<file path="src/rtl/button_step_conditioner.sv">
// button_step_conditioner
// Turns a raw, bouncing push-button into single-cycle step pulses for the
// dynamic LED lights block. There is one step per press. While the button
// is held and rep_en is set, extra steps auto-repeat after an initial delay.
module button_step_conditioner #(
   parameter int DEBOUNCE_CYCLES = 4,
   parameter int REPEAT_DELAY    = 8,
   parameter int REPEAT_PERIOD   = 4,
   parameter int CNT_W           = 8
) (
   input  logic       clk,
   input  logic       rst,
   input  logic       btn_raw,
   input  logic       rep_en,
   output logic       button,
   output logic       held,
   output logic [1:0] state
);

   typedef enum logic [1:0] {
      S_IDLE   = 2'b00,
      S_DELAY  = 2'b01,
      S_REPEAT = 2'b10
   } state_t;

   localparam logic [CNT_W-1:0] DB_LAST   = CNT_W'(DEBOUNCE_CYCLES - 1);
   localparam logic [CNT_W-1:0] DELAY_CNT = CNT_W'(REPEAT_DELAY);
   localparam logic [CNT_W-1:0] PER_CNT   = CNT_W'(REPEAT_PERIOD);
   localparam logic [CNT_W-1:0] CNT_ONE   = CNT_W'(1);
   localparam logic [CNT_W-1:0] CNT_MAX   = {CNT_W{1'b1}};

   logic             sync1_q, sync1_d;
   logic             sync2_q, sync2_d;
   logic [CNT_W-1:0] db_cnt_q, db_cnt_d;
   logic             held_q, held_d;
   logic [CNT_W-1:0] rep_cnt_q, rep_cnt_d;
   logic             button_q, button_d;
   state_t           state_q, state_d;

   logic             held_rise;
   logic             held_fall;

   // Two-flop synchroniser on the asynchronous button input.
   always_comb begin
      sync1_d = btn_raw;
      sync2_d = sync1_q;
   end

   // Debounce: a new level is accepted only after DEBOUNCE_CYCLES
   // consecutive differing samples; any agreeing sample restarts the count.
   always_comb begin
      held_d   = held_q;
      db_cnt_d = db_cnt_q;
      if (sync2_q != held_q) begin
         if (db_cnt_q >= DB_LAST) begin
            held_d   = sync2_q;
            db_cnt_d = '0;
         end else if (db_cnt_q != CNT_MAX) begin
            db_cnt_d = db_cnt_q + CNT_ONE;
         end
      end else begin
         db_cnt_d = '0;
      end
   end

   // The FSM reacts on the same edge that updates held, so the edges are
   // taken from the next-state value rather than from the held register.
   always_comb begin
      held_rise = held_d & ~held_q;
      held_fall = ~held_d & held_q;
   end

   // Step FSM: first step on press, then delay, then periodic repeat.
   // Release takes priority over any pulse that falls due on the same edge.
   always_comb begin
      state_d   = state_q;
      rep_cnt_d = rep_cnt_q;
      button_d  = 1'b0;
      if (held_fall) begin
         state_d   = S_IDLE;
         rep_cnt_d = '0;
      end else begin
         case (state_q)
            S_IDLE: begin
               if (held_rise) begin
                  button_d  = 1'b1;
                  rep_cnt_d = CNT_ONE;
                  // With repeat disabled the hold still parks in REPEAT;
                  // rep_en gating below keeps it silent.
                  state_d   = rep_en ? S_DELAY : S_REPEAT;
               end
            end
            S_DELAY: begin
               if (rep_en) begin
                  if (rep_cnt_q >= DELAY_CNT) begin
                     button_d  = 1'b1;
                     rep_cnt_d = CNT_ONE;
                     state_d   = S_REPEAT;
                  end else if (rep_cnt_q != CNT_MAX) begin
                     rep_cnt_d = rep_cnt_q + CNT_ONE;
                  end
               end
            end
            S_REPEAT: begin
               if (rep_en) begin
                  if (rep_cnt_q >= PER_CNT) begin
                     button_d  = 1'b1;
                     rep_cnt_d = CNT_ONE;
                  end else if (rep_cnt_q != CNT_MAX) begin
                     rep_cnt_d = rep_cnt_q + CNT_ONE;
                  end
               end
            end
            default: begin
               state_d   = S_IDLE;
               rep_cnt_d = '0;
            end
         endcase
      end
   end

   // State register with synchronous active-low reset.
   always_ff @(posedge clk) begin
      if (!rst) begin
         sync1_q   <= 1'b0;
         sync2_q   <= 1'b0;
         db_cnt_q  <= '0;
         held_q    <= 1'b0;
         rep_cnt_q <= '0;
         button_q  <= 1'b0;
         state_q   <= S_IDLE;
      end else begin
         sync1_q   <= sync1_d;
         sync2_q   <= sync2_d;
         db_cnt_q  <= db_cnt_d;
         held_q    <= held_d;
         rep_cnt_q <= rep_cnt_d;
         button_q  <= button_d;
         state_q   <= state_d;
      end
   end

   assign button = button_q;
   assign held   = held_q;
   assign state  = state_q;

endmodule

</file>
<file path="config.mk">
export PLATFORM = sky130hd
export DESIGN_NAME = button_step_conditioner
export DESIGN_NICKNAME = d
export VERILOG_FILES = /design/src/rtl/button_step_conditioner.sv
export SDC_FILE = /design/constraint.sdc
export NUM_CORES = 1
export LEC_CHECK = 0
export CORE_MARGIN = 2
export CORE_UTILIZATION = 50
export DETAILED_ROUTE_END_ITERATION = 8
export MAX_ROUTING_LAYER = met4
export PLACE_DENSITY = 0.73
export SYNTH_ARGS = -nofsm -noshare
export SYNTH_HDL_FRONTEND = slang
export SYNTH_SLANG_ARGS = --single-unit
</file>
<file path="constraint.sdc">
create_clock -name clk -period 1.6 [get_ports clk]
set_input_delay 0.4 -clock clk [delete_from_list [all_inputs] [get_ports clk]]
set_output_delay 0.4 -clock clk [all_outputs]
set_load 0.005 [all_outputs]
</file>
==> impl_metrics.tcl <==
set metrics [dict create \
    num_antenna_cells 0 \
    synthCells 99 \
    hold_class "reg -> reg" \
    fin_tns_setup_ns -0.00280 \
    rr_worst_depth 6 \
    die_w_um 49.4 \
    synth_cell_types 38 \
    p_sw_share_pct 35.0 \
    drive_gt1_share_pct 34.6 \
    worstReg2RegStart "state[1]$_SDFFE_PP0P_" \
    reg2reg_to "rep_cnt_q[3]$_SDFFE_PP0P_" \
    power_uw 1950 \
    crit_fanout 5 \
    status "finished, violations left" \
    cts_sinks 22 \
    pwr-share-clk_pct 15.4 \
    r2r_setup_slack_ns -0.002 \
    grtUsageTotal_pct 18.6 \
    finalCriticalPeriod_ns 1.60 \
    startpoint_type "flip-flop" \
    antenna_found_initial 0 \
    synth-warning-count 0 \
    fin_util_pct 72.1 \
    io_buffers 7 \
    avgSynthCellArea_um2 10.4 \
    synth_common_cells "22 x dfxtp_1, 8 x inv_1, 7 x ha_1, 6 x a21oi_1" \
    slowest_stage "dfxtp_4" \
    failed_checks "negative setup slack" \
    syn_area_um2 1030 \
    ios 8 \
    cts_buffer_depth 2 \
    core.rowCount 16 \
    critPathCaptureType "flip-flop" \
    power.switching_uw 683 \
    layout_setup_ws_ns -0.00193 \
    dieArea_um2 2440 \
    grt_pass1_vias 817 \
    grt-ovfl-total 0 \
    hpwl_mm 1.63 \
    insertion_delay_ns 0.30 \
    synth_most_common_cell "dfxtp_1" \
    cts_max_level 1 \
    path_class "reg -> reg" \
    setup-violations-final 2 \
    yosysSeqAreaShare_pct 42.8 \
    start_util_pct 52.5 \
    cp.arrival_ns 1.83 \
    areaGrowthSynthToFinish_pct 37.3 \
    fin_cells 157 \
    min_from "db_cnt_q[0]$_SDFFE_PP0P_" \
    crit_required_ns 1.83 \
    finalCritPeriodShare_pct 100 \
    rsz0062_at_grt "yes" \
    p_leak_uw 0.000587 \
    synth_area_leaders "dfxtp_1 43%, ha_1 8.5%, and2_1 3.0%" \
    core_area_um2 1960 \
    ant_nets 0 \
    post-route-drc-count 0 \
    hold_viol_final 0 \
    seqPwrFrac_pct 34.1 \
    ys.flop_type "dfxtp_1" \
    routed_via_density 5.41 \
    critical_path.cell_chain "inv_4, ha_4, o21ba_4, a221oi_4, a41oi_2, a211oi_2" \
    final_nets 142 \
    vias 850 \
    max_freq_mhz 624 \
    die_h_um 49.4 \
    synth_top_area_share_pct 42.8 \
    async_flop_share_pct 0 \
    drtPass1Iterations 4 \
    dpl_worst_slack_ns -0.257 \
    cts_buffers 3 \
    setup.worst_path.end "rep_cnt_q[3]$_SDFFE_PP0P_" \
    ys_seq_elements 22 \
    cpPeakStageDelay_ns 0.40 \
    maxCapViolations 0 \
    place_congestion 0.768 \
    grt_max_degree 13 \
    p_int_uw 1270 \
    fin_skew_ns 0.00371 \
    drtIter0Drc 29 \
    totalWireLength_mm 2.23 \
    grt_pass1_wl_mm 3.47 \
    combPwrFrac_pct 50.6 \
    cts_tree "yes" \
    drv_slew 0 \
    wl_per_cell_um 14.2 \
    synth_edf_count 0 \
    critical_path.startpoint "state[1]$_SDFFE_PP0P_" \
    dp_cells 149 \
    power_density_nw_per_um2 1380 \
    vdd_ir_drop_max_mv 0.813 \
    cts-root-buf "clkbuf_4" \
    cts.clk_slew.worst_paths_ns 0.12 \
    synth_top_cell_by_area "dfxtp_1" \
]
## layout make-up
type | count | area [µm²]
multi-input cells | 73 | 656
fillers | 143 | 548
well taps | 27 | 33.8
clock buffers | 4 | 36.3
inverters | 8 | 35.0
flip-flops and latches | 22 | 450
repair buffers | 23 | 203
## cells in the final DEF (no fill, tap or decap), types with 3 or more instances in the layout
cell type | netlist | final
a211oi_2 | 0 | 3
a21oi_1 | 6 | 6
and2_1 | 5 | 5
buf_4 | 0 | 14
clkbuf_4 | 0 | 3
clkdlybuf4s50_1 | 0 | 4
conb_1 | 1 | 6
dfxtp_1 | 22 | 18
ha_1 | 7 | 4
ha_4 | 0 | 3
inv_1 | 8 | 6
nand4_1 | 3 | 3
nor2_1 | 4 | 3
nor2b_1 | 3 | 3
nor3_1 | 5 | 5
## flip-flops by register name, indices dropped and copies added (netlist names)
register	flops
button	1
rep_cnt_q	8
sync2_q	1
state	2
sync1_q	1
db_cnt_q	8
held	1
## worst min path at each step
stage / depth (start not counted) / slack [ns] / to
2_1_floorplan: 1 / 0.41 / db_cnt_q[0]$_SDFFE_PP0P_
3_3_place_gp: 1 / 0.42 / sync2_q$_SDFF_PN0_
3_5_place_dp: 1 / 0.42 / sync2_q$_SDFF_PN0_
5_1_grt: 1 / 0.47 / sync2_q$_SDFF_PN0_
6_report: 1 / 0.45 / db_cnt_q[0]$_SDFFE_PP0P_
4_1_cts: 1 / 0.45 / db_cnt_q[0]$_SDFFE_PP0P_
## metal layers
metal,vias up,global-route usage [%],part of all wire [%]
met4,0,5.56,0.85
met5,-,-,0
li1,425,-,-
met1,401,23.2,44
met2,22,29.7,51
met3,2,4.91,4.1
## worst max-delay path: cells and delay by family (launching register included)
family          cells  cell delay, ns
compound gates      4            0.92
fa+ha+maj           1            0.17
flops               1            0.40
buf+inv             1            0.05
## per-stage QoR
step	area (µm²)	hold WS [ns]
CTS	1330	0.453
global route	1410	0.472
global placement	1260	0.421
detailed placement	1260	0.425
finish	1410	0.449
floorplan	1080	0.411
## what timing repair did
action | in CTS | in global routing
hold buffers | 0 | 0
gates resized for setup | 7 | 16
buffers inserted | 1 | 4
setup endpoints to repair | 9 | 14
pin swaps | 4 | 9
## kinds of logic after synthesis
logic type / after synthesis / synth area share, %
adders and majority gates: 7 / 8.51
AOI/OAI and AO/OA: 27 / 22.2
DFF: 22 / 42.8
buffers and inverters: 9 / 3.40
other: 1 / 0.364
muxes: 1 / 0.972
and+or+nand+nor: 32 / 21.7
## power groups by stage
stage / Clock, µW / Combinational [µW] / Sequential (µW)
floorplan: 0 / 494 / 652
global placement: 0 / 749 / 653
detailed placement: 0 / 783 / 656
CTS: 310 / 839 / 642
global route: 339 / 1040 / 672
finish: 300 / 987 / 664
(Power assumes the default switching activity.)
